File: src/rtl/selfcomp_lockstep_checker.sv
// selfcomp_lockstep_checker
//   Watches NCOPY lock-stepped copies of a functional unit that share one
//   launch strobe. Each launch opens a WAIT window; every copy's first ready
//   captures its result. At the end of the window a one-cycle verdict reports
//   data divergence against copy 0 and timing divergence (ready skew or a copy
//   that never answered before TIMEOUT). Sticky flags and saturating counters
//   accumulate over many transactions.
//
// Ports
//   g_clk, g_reset        clock, synchronous active-high reset
//   valid                 launch strobe (ignored while busy)
//   clear                 zero counters and sticky flags
//   lane_ready/lane_rd    per-copy ready and result (copy i at [i*XLEN +: XLEN])
//   busy                  transaction in flight
//   done                  one-cycle verdict strobe
//   data_fail, timing_fail, timeout, mismatch_mask, missing_mask
//                         verdict, held until the next done
//   stray_ready           sticky: ready seen while idle
//   err_sticky            sticky: some verdict failed
//   txn_count, err_count  saturating completed / failed transaction counts

// Per-copy result capture. The next-state value is exported so the verdict
// can include a result captured in the final WAIT cycle.
module selfcomp_lane #(
  parameter int XLEN = 64
) (
  input  logic            g_clk,
  input  logic            g_reset,
  input  logic            cap_en_i,
  input  logic [XLEN-1:0] rd_i,
  output logic [XLEN-1:0] cap_d_o
);
  logic [XLEN-1:0] cap_q;

  assign cap_d_o = cap_en_i ? rd_i : cap_q;

  always_ff @(posedge g_clk) begin
    if (g_reset) cap_q <= '0;
    else         cap_q <= cap_d_o;
  end
endmodule


File: config.mk
export PLATFORM = sky130hd
export DESIGN_NAME = selfcomp_lane
export DESIGN_NICKNAME = d
export VERILOG_FILES = /design/src/rtl/selfcomp_lockstep_checker.sv
export SDC_FILE = /design/constraint.sdc
export NUM_CORES = 1
export LEC_CHECK = 0
export ABC_AREA = 1
export CORE_UTILIZATION = 40
export CTS_CLUSTER_SIZE = 10
export DETAILED_ROUTE_END_ITERATION = 12
export PLACE_DENSITY = 0.81
export SETUP_SLACK_MARGIN = 0.5
export SYNTH_ARGS = -nofsm -noshare
export SYNTH_HDL_FRONTEND = slang
export SYNTH_SLANG_ARGS = --single-unit
File: constraint.sdc
create_clock -name g_clk -period 2.8 [get_ports g_clk]
set_input_delay 0.84 -clock g_clk [delete_from_list [all_inputs] [get_ports g_clk]]
set_output_delay 0.84 -clock g_clk [all_outputs]
set_load 0.1 [all_outputs]
Word level (Yosys, flattened, before mapping)
Cells that the tools add are included.
Storage, ports and cells
  flip-flop bits (word level): 64
  input bits: 67
  output and inout port bits: 64
Operators by class
  muxes and demuxes: 1
Operator list (count)
  2-to-1 mux 64 bit: 1

Depth between registers and ports, before layout
  word-level depth: 1
  depth in mapped cells: 5
  gate-level depth less buffers: 4

Worst setup path after synthesis
No wires, ideal clock.
  kind: input -> output
  from: in cap_en_i
  to: out cap_d_o[62]
  arrival: 1.793 ns
  setup slack: 0.167 ns
  cell stages on the path: 5
  path buffers: 2
  cell sequence: buf_6 -> buf_6 -> nand2_1 -> nand2_1 -> inv_1
On the way
  word-level cells in the longest chain between the ends: 1
RTL lines
  from (decl): RTL line 29  | input logic cap_en_i,
  2-to-1 mux 64 bit: RTL line 35  | assign cap_d_o = cap_en_i ? rd_i : cap_q;
  to (decl): RTL line 31  | output logic [XLEN-1:0] cap_d_o
Every way passes these cells.

Worst setup path in the final report
  from: in cap_en_i
  to: out cap_d_o[50]
Same word-level chain as after synthesis.

==> results.json <==
{
  "fin_tns_setup_ns": 0,
  "detailedRoute.firstPassIterationCount": 5,
  "synth_seq_cells": 64,
  "mappedNetlistArea_mm2": 0.00315,
  "crit_path_frequent_cell": "sky130_fd_sc_hd__buf_16",
  "insertion_delay_ns": 0.34,
  "clkPwrFrac": 0.210,
  "cts_root_buffer": "sky130_fd_sc_hd__clkbuf_8",
  "pin_count_of_the_biggest_net_entering_global_routing": 36,
  "synthDominantCellAreaShare": 0.407,
  "synth_edf_count": 0,
  "largest_register_ffs": 64,
  "dieArea_mm2": 0.00823,
  "seq_area_mm2": 0.00128,
  "grt_usage": 0.273,
  "clock_tree_from_tritoncts": "done",
  "clock_tree.htree_level_count": 3,
  "grt.met1_usage": 0.249,
  "buffer_and_inverter_count_on_the_worst_path": 4,
  "post_synth_xor_area_fraction": 0,
  "seq_area_frac_synth": 0.407,
  "tritoncts.num_buffers": 9,
  "vdd_ir_drop_max_v": 0.000426,
  "gpl_wtd_cong": 0.695,
  "ys_async_sr_fraction": 0,
  "detailed_place_hpwl_mm": 5.83,
  "worst-endpoint-required_ns": 1.96,
  "unrepaired_setup_endpoints_after_global_routing": "yes",
  "post_route_cells_drive_above_1_share": 0.503,
  "grt-ovfl-total": 0,
  "power.share.combinational": 0.502,
  "hold_path.class": "reg -> reg",
  "coreArea_mm2": 0.00745,
  "first_global_vias": 3920,
  "syn_inst": 533,
  "antenna_found_initial": 0,
  "leakagePower_nw": 3.45,
  "fill_cells": 275,
  "fin_ws_ns": 0.283,
  "detailroute.via_count": 3845,
  "cp-end-kind": "primary output",
  "registers.top_by_ff_count": "cap_q",
  "met3_usage": 0.0800,
  "netSwitchingPower_mw": 1.46,
  "start_util": 0.423,
  "largest_registers": "cap_q: 64 flops",
  "synth.top_cells.by_count": "sky130_fd_sc_hd__inv_1 (192), sky130_fd_sc_hd__nand2_1 (192), sky130_fd_sc_hd__dfxtp_1 (64), sky130_fd_sc_hd__nor2_1 (64), sky130_fd_sc_hd__buf_6 (13)",
  "dpl_cell_area_mm2": 0.00550,
  "die_w_um": 90.7,
  "power_frac_seq": 0.288,
  "period_share": 0.899,
  "worstPathMaxFanout": 8,
  "cp.arrival_ns": 1.68,
  "powerDensity_mw_per_mm2": 502,
  "swShare": 0.424,
  "setup.worst_path.start_class": "primary input",
  "area_grow_syn2layout_pct": 119,
  "post-synth-top-area-cell": "sky130_fd_sc_hd__dfxtp_1",
  "synth_area_per_cell_um2": 5.91,
  "cap_viol_max_count": 0,
  "final_area_mm2": 0.00689,
  "post_synth_and_or_nand_nor_area_fraction": 0.305,
  "finalHoldViolCount": 0,
  "drt_wl_cell_um": 17.1,
  "ys_top_cells_by_area": "sky130_fd_sc_hd__dfxtp_1 (41%), sky130_fd_sc_hd__inv_1 (23%), sky130_fd_sc_hd__nand2_1 (23%)",
  "postSynth.topFlopCell": "sky130_fd_sc_hd__dfxtp_1",
  "tightestPinTransition_ns": 0.593,
  "dr.first_iter.drc_count": 149,
  "drv_slew": 0,
  "grt_pass1_wl_mm": 17.6,
  "cts_hold_buffers": 0,
  "grt.met2_usage": 0.549,
  "path_clk_slew_ns": 0.07,
  "dpl_worst_slack_ns": 0.136,
  "busiest_layer": "met2",
  "combinational_family_with_the_most_area_after_synthesis": "simple AND/OR/NAND/NOR gates",
  "die-height_um": 90.7,
  "clock.fmax_mhz": 397,
  "row_count": 31,
  "syn-num-nets": 600,
  "post_synth_fa_ha_maj_area_fraction": 0,
  "nets": 792,
  "slew_headroom": 0.605,
  "synth.mux.area_fraction": 0,
  "fin_worst_hold_slack_ns": 0.567,
  "number_of_sinks_on_the_clock_net": 64,
  "port_buffers": 130,
  "timing.critical_path.cells": "buf_16, buf_16, nand2_1, nand2_2, clkinvlp_4, buf_12",
  "top_level_ports": 131,
  "max_stage_delay_ns": 0.17,
  "final-setup-viol-count": 0,
  "wl_mm": 14.1,
  "synth_cell_type_count": 7,
  "max-clock-path-buffers": 2,
  "status": "finished, final reports clean",
  "n_antenna_cell": 0,
  "setup_slack_on_the_worst_flop_to_flop_path_ns": 1.81,
  "crit_slowest_cell": "sky130_fd_sc_hd__buf_12",
  "internal-power_mw": 1.99,
  "vias_per_cell": 4.65,
  "number_of_nets_still_failing_antenna_checks_after_routing": 0,
  "synth-warning-count": 0,
  "crit_family": "buffers and inverters",
  "synth_compound_area_frac": 0,
  "clock_period_minus_worst_slack_ns": 2.52,
  "finalClockSkew_ns": 0,
  "drc": 0,
  "critical_path_class": "in -> out",
  "multi_input_comb_area_mm2": 0.00162
}
## placed cells by master (no fill, tap or decap)
| cell | n |
|---|---|
| sky130_fd_sc_hd__clkbuf_1 | 2 |
| sky130_fd_sc_hd__inv_1 | 113 |
| sky130_fd_sc_hd__clkbuf_8 | 12 |
| sky130_fd_sc_hd__nand2_2 | 73 |
| sky130_fd_sc_hd__dfxtp_1 | 64 |
| sky130_fd_sc_hd__nor2_1 | 64 |
| sky130_fd_sc_hd__clkinv_8 | 1 |
| sky130_fd_sc_hd__inv_2 | 15 |
| sky130_fd_sc_hd__clkdlybuf4s15_1 | 11 |
| sky130_fd_sc_hd__buf_4 | 53 |
| sky130_fd_sc_hd__buf_2 | 1 |
| sky130_fd_sc_hd__nand2_4 | 64 |
| sky130_fd_sc_hd__buf_16 | 6 |
| sky130_fd_sc_hd__clkinv_16 | 2 |
| sky130_fd_sc_hd__dlygate4sd2_1 | 53 |
| sky130_fd_sc_hd__buf_12 | 67 |
| sky130_fd_sc_hd__nand2_1 | 55 |
| sky130_fd_sc_hd__inv_8 | 1 |
| sky130_fd_sc_hd__clkinvlp_4 | 64 |
| sky130_fd_sc_hd__clkbuf_16 | 3 |
| sky130_fd_sc_hd__inv_16 | 4 |
## timing repair
item | in CTS | in global routing
setup buffers | 41 | 12
endpoints found under the hold margin | 0 | 0
setup endpoints to repair | 64 | 64
pin swaps | 65 | 58
cloned | 11 | 4
resized for setup | 150 | 105
## layout make-up
class | count | area share
Timing Repair inverter | 7 | 0.0214
Multi-Input combinational cell | 256 | 0.236
Inverter | 193 | 0.142
Clock buffer | 14 | 0.0251
Timing Repair Buffer | 194 | 0.371
Sequential cell | 64 | 0.186
Tap cell | 99 | 0.0180
## final timing paths
check | start | end | cells after the start
max | cap_en_i | cap_d_o[50] | 6
min | cap_q[39]$_SDFF_PP0_ | cap_q[39]$_SDFF_PP0_ | 4
max reg2reg | cap_q[16]$_SDFF_PP0_ | cap_q[16]$_SDFF_PP0_ | 6
min reg2reg | cap_q[39]$_SDFF_PP0_ | cap_q[39]$_SDFF_PP0_ | 4
## cells by family after synthesis
group / count (synthesis)
buf+inv: 213
simple gates: 256
flops: 64
## layer usage
layer	part of all wire	wire [um]
met1	0.34	4800
met5	0	0
met2	0.55	7740
met4	0.043	611
met3	0.070	991
## per-stage QoR
stage,std cells,power [mW],util
after floorplan,533,1.95,-
after CTS,811,3.30,0.857
final,827,3.46,0.925
after detailed placement,745,2.46,0.739
after global placement,745,2.43,0.739
after global routing,827,3.56,0.925
## power by group through the flow
stage / Clock, mW / Combinational [mW] / Sequential [mW]
after floorplan: 0 / 0.940 / 1.01
after global placement: 0 / 1.43 / 1.01
after detailed placement: 0 / 1.45 / 1.01
after CTS: 0.716 / 1.59 / 0.991
after global routing: 0.771 / 1.79 / 0.999
final: 0.726 / 1.74 / 0.994
## worst register-to-register path, delay by kind of cell (launching register included)
family                 cells  cell delay [ns]
buffers and inverters      3             0.31
DFF                        1             0.31
and+or+nand+nor            3             0.30
(Power assumes the default switching activity.)
